## src/rtl/alu_pkg.sv

```systemverilog
// Shared definitions for the ALU sweep controller: opcodes, flag bit
// positions inside a result record, and the controller state encoding.
package alu_pkg;

    localparam logic [2:0] OP_ADD = 3'd0;
    localparam logic [2:0] OP_SUB = 3'd1;
    localparam logic [2:0] OP_NOT = 3'd2;
    localparam logic [2:0] OP_AND = 3'd3;
    localparam logic [2:0] OP_OR  = 3'd4;
    localparam logic [2:0] OP_XOR = 3'd5;
    localparam logic [2:0] OP_LT  = 3'd6;
    localparam logic [2:0] OP_EQ  = 3'd7;

    // Flags travel as {carry, zero, overflow}.
    localparam int FLG_C = 2;
    localparam int FLG_Z = 1;
    localparam int FLG_V = 0;

    typedef enum logic [2:0] {
        S_IDLE    = 3'd0,
        S_ISSUE   = 3'd1,
        S_CAPTURE = 3'd2,
        S_OUT     = 3'd3,
        S_FIN     = 3'd4
    } state_t;

endpackage

```

## src/rtl/alu_golden_model.sv

```systemverilog
// Combinational reference of the 4-bit ALU, used to cross-check the real
// ALU while a sweep runs. Only instantiated when ALU_SELFCHECK_EN is defined.
import alu_pkg::*;

module alu_golden_model #(
    parameter int W = 4
) (
    input  logic [W-1:0] a,
    input  logic [W-1:0] b,
    input  logic [2:0]   ctrl,
    output logic [W-1:0] res,
    output logic [2:0]   flags
);

    logic [W:0] sum;
    logic [W:0] dif;
    logic       c;
    logic       v;

    // Reference result and flags; LT/EQ return a single bit, so zero = ~r0 = (r==0).
    always_comb begin
        sum = {1'b0, a} + {1'b0, b};
        dif = {1'b0, a} + {1'b0, ~b} + (W+1)'(1);
        res = '0;
        c   = 1'b0;
        v   = 1'b0;
        case (ctrl)
            OP_ADD: begin
                res = sum[W-1:0];
                c   = sum[W];
                v   = (a[W-1] == b[W-1]) && (a[W-1] != sum[W-1]);
            end
            OP_SUB: begin
                res = dif[W-1:0];
                c   = dif[W];
                v   = (a[W-1] == ~b[W-1]) && (a[W-1] != dif[W-1]);
            end
            OP_NOT: res = ~a;
            OP_AND: res = a & b;
            OP_OR:  res = a | b;
            OP_XOR: res = a ^ b;
            OP_LT:  res = W'(dif[W-1]);
            OP_EQ:  res = W'(a == b);
            default: res = '0;
        endcase
        flags        = 3'b000;
        flags[FLG_C] = c;
        flags[FLG_Z] = (res == '0);
        flags[FLG_V] = v;
    end

endmodule

```

## src/rtl/alu_sweep_ctrl.sv

```systemverilog
// Sweep initiator for the 4-bit ALU: latches an operand pair on start and
// issues every opcode enabled in the mask, lowest first, streaming one
// {op, result, flags} record per opcode over a valid/ready port.
// Optional build macro ALU_SELFCHECK_EN adds a golden-model cross-check with
// sticky mismatch / err_op outputs.
import alu_pkg::*;

module alu_sweep_ctrl #(
    parameter  int W    = 4,
    parameter  int NOPS = 8,
    localparam int CW   = $clog2(NOPS)
) (
    input  logic            clk,
    input  logic            rst,
    input  logic            start,
    input  logic [W-1:0]    a_in,
    input  logic [W-1:0]    b_in,
    input  logic [NOPS-1:0] op_mask,
    output logic [W-1:0]    alu_a,
    output logic [W-1:0]    alu_b,
    output logic [CW-1:0]   alu_ctrl,
    input  logic [W-1:0]    alu_res,
    input  logic            alu_carry,
    input  logic            alu_zero,
    input  logic            alu_overflow,
    output logic            res_valid,
    input  logic            res_ready,
    output logic [CW-1:0]   res_op,
    output logic [W-1:0]    res_data,
    output logic [2:0]      res_flags,
    output logic            busy,
    output logic            done
`ifdef ALU_SELFCHECK_EN
    ,
    output logic            mismatch,
    output logic [CW-1:0]   err_op
`endif
);

    state_t          state;
    state_t          state_nx;
    logic [NOPS-1:0] mask_q;
    logic [CW-1:0]   pick;
    logic            accept;
    logic [2:0]      alu_flags;

    assign alu_flags = {alu_carry, alu_zero, alu_overflow};

    // Lowest set bit of the remaining mask (scan high to low, last hit wins).
    always_comb begin
        pick = '0;
        for (int i = NOPS - 1; i >= 0; i--) begin
            if (mask_q[i]) pick = CW'(i);
        end
    end

    // State register.
    always_ff @(posedge clk or posedge rst) begin
        if (rst) state <= S_IDLE;
        else     state <= state_nx;
    end

    // Next-state logic; an empty mask on start never leaves IDLE.
    always_comb begin
        state_nx = state;
        accept   = 1'b0;
        case (state)
            S_IDLE: begin
                if (start && (op_mask != '0)) begin
                    accept   = 1'b1;
                    state_nx = S_ISSUE;
                end
            end
            S_ISSUE:   state_nx = S_CAPTURE;
            S_CAPTURE: state_nx = S_OUT;
            S_OUT: begin
                if (res_ready) state_nx = (mask_q != '0) ? S_ISSUE : S_FIN;
            end
            S_FIN:     state_nx = S_IDLE;
            default:   state_nx = S_IDLE;
        endcase
    end

    // Operand/opcode drive, record capture and busy/done; done is registered so it lines up with FIN.
    always_ff @(posedge clk or posedge rst) begin
        if (rst) begin
            alu_a     <= '0;
            alu_b     <= '0;
            alu_ctrl  <= '0;
            mask_q    <= '0;
            res_valid <= 1'b0;
            res_op    <= '0;
            res_data  <= '0;
            res_flags <= '0;
            busy      <= 1'b0;
            done      <= 1'b0;
        end else begin
            done <= 1'b0;
            case (state)
                S_IDLE: begin
                    if (accept) begin
                        alu_a  <= a_in;
                        alu_b  <= b_in;
                        mask_q <= op_mask;
                        busy   <= 1'b1;
                    end else if (start) begin
                        done <= 1'b1;
                    end
                end
                S_ISSUE: begin
                    alu_ctrl     <= pick;
                    mask_q[pick] <= 1'b0;
                end
                S_CAPTURE: begin
                    res_data  <= alu_res;
                    res_flags <= alu_flags;
                    res_op    <= alu_ctrl;
                    res_valid <= 1'b1;
                end
                S_OUT: begin
                    if (res_ready) begin
                        res_valid <= 1'b0;
                        if (mask_q == '0) done <= 1'b1;
                    end
                end
                S_FIN:   busy <= 1'b0;
                default: ;
            endcase
        end
    end

`ifdef ALU_SELFCHECK_EN
    logic [W-1:0] gold_res;
    logic [2:0]   gold_flags;

    alu_golden_model #(.W(W)) u_gold (
        .a     (alu_a),
        .b     (alu_b),
        .ctrl  (alu_ctrl),
        .res   (gold_res),
        .flags (gold_flags)
    );

    // Sticky record of the first opcode whose ALU output disagrees with the model.
    always_ff @(posedge clk or posedge rst) begin
        if (rst) begin
            mismatch <= 1'b0;
            err_op   <= '0;
        end else if (accept) begin
            mismatch <= 1'b0;
            err_op   <= '0;
        end else if ((state == S_CAPTURE) && !mismatch &&
                     ((alu_res != gold_res) || (alu_flags != gold_flags))) begin
            mismatch <= 1'b1;
            err_op   <= alu_ctrl;
        end
    end
`endif

endmodule
```

## config.mk

```make
export PLATFORM = sky130hd
export DESIGN_NAME = alu_sweep_ctrl
export DESIGN_NICKNAME = d
export VERILOG_FILES = /design/src/rtl/alu_pkg.sv /design/src/rtl/alu_golden_model.sv /design/src/rtl/alu_sweep_ctrl.sv
export SDC_FILE = /design/constraint.sdc
export NUM_CORES = 1
export LEC_CHECK = 0
export CAP_MARGIN = 30
export CORE_UTILIZATION = 35
export DETAILED_ROUTE_END_ITERATION = 10
export SLEW_MARGIN = 20
export SYNTH_ARGS = -nofsm -noshare
export SYNTH_HDL_FRONTEND = slang
export SYNTH_HIERARCHICAL = 1
export SYNTH_SLANG_ARGS = --single-unit
```

## constraint.sdc

```tcl
create_clock -name clk -period 2.3 [get_ports clk]
set_clock_uncertainty 0.15 [all_clocks]
set_input_delay 0.46 -clock clk [delete_from_list [all_inputs] [get_ports clk]]
set_output_delay 0.46 -clock clk [all_outputs]
set_load 0.01 [all_outputs]
```

==> flow_metrics.env <==
export IMPL_outcome="finished clean"
export IMPL_worstMarginPinSlew_ns=0.4998
export IMPL_cts_clk_slew_worst_paths_ns=0.07
export IMPL_critPathLaunchType="input pin"
export IMPL_max_freq_mhz=504.8
export IMPL_cpPeakStageDelay_ns=0.48
export IMPL_postCtsSetupRepairBufs=0
export IMPL_powerDensity_nw_per_um2=1286
export IMPL_r2r_slack_ns=0.34
export IMPL_gp_congestion=0.8133
export IMPL_r2r_cells=4
export IMPL_peakVddDrop_v=0.0005135
export IMPL_r2r_end="mask_q[6]$_DFFE_PP0P_"
export IMPL_cts_tree="built"
export IMPL_critPathMaxFanout=6
export IMPL_total_power_w=0.002899
export IMPL_drc=0
export IMPL_routed_wl_um=3600
export IMPL_cts_hold_buf=0
export IMPL_grt_pass1_wl_um=6161
export IMPL_path_delay_family="buffers and inverters"
export IMPL_wl_per_cell_um=14.46
export IMPL_endpoint="mask_q[5]$_DFFE_PP0P_"
export IMPL_synthDistinctLibCells=36
export IMPL_clockPowerShare=0.145
export IMPL_seqPwrFrac=0.389
export IMPL_crit_cells=6
export IMPL_cp_slowest_cell="clkdlybuf4s50_1"
export IMPL_async_reset_ff_frac=1.000
export IMPL_synthesis_nets=164
export IMPL_syn_area_sq_um=1589
export IMPL_hold_viol=0
export IMPL_grt_antenna_before_repair=0
export IMPL_cts_sinks=35
export IMPL_ys_ff_latch=35
export IMPL_finalCritPeriodShare=0.8612
export IMPL_p_sw_frac=0.3515
export IMPL_end_kind="flop"
export IMPL_track_usage=0.1632
export IMPL_synth_edf_count=0
export IMPL_initial_utilization=0.3649
export IMPL_p_sw_w=0.001019
export IMPL_clk_latency_ns=0.29
export IMPL_ys_warn_count=6
export IMPL_ant_nets=0
export IMPL_vias=1286
export IMPL_worstHoldPathType="reg -> reg"
export IMPL_ys_flop_type="dfrtp_1"
export IMPL_holdWs_ns=0.3253
export IMPL_rsz0062_at_grt="no"
export IMPL_antenna_cells=0
export IMPL_path_class="in -> reg"
export IMPL_syn_to_final_growth_pct=41.89
export IMPL_grt_max_degree=36
export IMPL_first_pass_iters=4
export IMPL_path_cells="clkdlybuf4s50_1 -> nor4b_4 -> a21bo_1 -> buf_4 -> a31oi_1 -> o21ai_0"
export IMPL_syn_area_per_cell_sq_um=11.60
export IMPL_dp_hpwl_um=2707
export IMPL_fin_nets=223
export IMPL_cp_required_ns=2.30
export IMPL_synth_seq_area_share=0.5512
export IMPL_core_sq_um=4354
export IMPL_viasPerCell=5.165
export IMPL_clock_path_buffers=2
export IMPL_max_slew_margin=0.6665
export IMPL_leakage_nw=0.9545
export IMPL_io_buffers=50
export IMPL_rows=24
export IMPL_layout_min_cycle_time_ns=1.981
export IMPL_cap_violations=0
export IMPL_setup_tns_ns=0
export IMPL_cts_resized=0
export IMPL_die_area_sq_um=4814
export IMPL_postLayoutCoreUtil=0.5178
export IMPL_cp_arrival_ns=1.98
export IMPL_syn_inst=137
export IMPL_root_buffer="clkbuf_8"
export IMPL_startpoint="start"
export IMPL_final_fill_count=379
export IMPL_io_pins=51
export IMPL_critPathBufInv=2
export IMPL_r2r_start="mask_q[0]$_DFFE_PP0P_"
export IMPL_grt_pass1_vias=1286
export IMPL_overflow=0
export IMPL_combPwrFrac=0.466
export IMPL_die_h_um=69.38
export IMPL_maxSlewViolCount=0
export IMPL_drtIter0Drc=48
export IMPL_internal_power_w=0.001880
export IMPL_cts_buffers=5
export IMPL_cts_htree_levels=2
export IMPL_die_w_um=69.38
export IMPL_drive_gt1_frac=0.1827
export IMPL_setup_violations=0
==> through the flow <==
stage / instance area, sq um / setup WS, ns / cells
6_report: 2255 / 0.3192 / 249
5_1_grt: 2255 / 0.1996 / 249
4_1_cts: 2255 / 0.3161 / 249
3_5_place_dp: 2173 / 0.03343 / 241
3_3_place_gp: 2173 / 0.04161 / 241
2_1_floorplan: 1589 / 0.3330 / 137
==> cell type report <==
class | count | area (sq um) | area share
clock inverter | 1 | 5.005 | 0.002220
timing repair buffer | 58 | 573.1 | 0.2542
clock buffer | 7 | 76.32 | 0.03385
tap | 52 | 65.06 | 0.02886
inverter | 6 | 22.52 | 0.009989
sequential | 35 | 875.8 | 0.3885
multi-input combinational | 90 | 636.9 | 0.2825
==> synthesized netlist by cell type, types with 3 or more instances <==
cell / count / share of area
dfrtp_1: 35 / 0.55
nor2_1: 8 / 0.019
nand3_1: 3 / 0.0094
inv_1: 6 / 0.014
nor4_1: 4 / 0.016
nor3_1: 3 / 0.0094
nand2_1: 14 / 0.033
mux2_2: 17 / 0.12
a31oi_1: 6 / 0.024
o21ai_0: 8 / 0.025
==> placed cells by master (no fill, tap or decap), types with 2 or more instances in the layout <==
cell              n
clkdlybuf4s50_1  50
dfrtp_1          35
mux2_2           17
nand2_1          14
nor2_1            8
o21ai_0           8
buf_4             7
inv_1             6
a31oi_1           6
clkbuf_8          5
nor4_1            4
nor3_1            3
nand3_1           3
o21ai_1           2
nand2b_1          2
or4_1             2
a32o_1            2
and4_1            2
and2_1            2
clkbuf_1          2
==> power by group through the flow <==
stage	logic, W	clock network (W)	registers (W)
2_1_floorplan	0.000711	0	0.00116
4_1_cts	0.00136	0.000433	0.00113
3_5_place_dp	0.00135	0	0.00114
5_1_grt	0.00147	0.000470	0.00117
3_3_place_gp	0.00133	0	0.00112
6_report	0.00135	0.000420	0.00113
==> registers in the layout (all words and copies together), names as in the netlist <==
| signal | flops |
|---|---|
| alu_a | 4 |
| alu_b | 4 |
| alu_ctrl | 3 |
| busy | 1 |
| done | 1 |
| mask_q | 8 |
| res_data | 4 |
| res_flags | 3 |
| res_op | 3 |
| res_valid | 1 |
| state | 3 |
==> worst reg2reg max path: stages (launching register included) <==
cell	delay (ns)
dfrtp_1	0.44
or4_1	0.60
nor3_1	0.29
and4_1	0.23
o21ai_0	0.11
==> metal layers <==
metal / vias to the layer above / wire length (um) / track usage
li1: 614 / - / -
met1: 621 / 1558 / 0.2082
met2: 44 / 1754 / 0.2643
met3: 7 / 222 / 0.04070
met4: 0 / 65 / 0.06803
met5: - / 0 / 0
==> logic make-up after synthesis <==
| group | synth area share |
|---|---|
| and+or+nand+nor | 0.1630 |
| DFF | 0.5512 |
| AOI/OAI and AO/OA | 0.1079 |
| muxes | 0.1299 |
| buffers and inverters | 0.04802 |
==> how the worst min path moves through the flow <==
stage | startpoint | endpoint | depth (start not counted)
3_5_place_dp | busy$_DFFE_PP0P_ | busy$_DFFE_PP0P_ | 2
3_3_place_gp | busy$_DFFE_PP0P_ | busy$_DFFE_PP0P_ | 2
6_report | busy$_DFFE_PP0P_ | busy$_DFFE_PP0P_ | 2
2_1_floorplan | busy$_DFFE_PP0P_ | busy$_DFFE_PP0P_ | 2
4_1_cts | busy$_DFFE_PP0P_ | busy$_DFFE_PP0P_ | 2
5_1_grt | busy$_DFFE_PP0P_ | busy$_DFFE_PP0P_ | 2
Note: power is estimated with default switching activity, not from simulation.
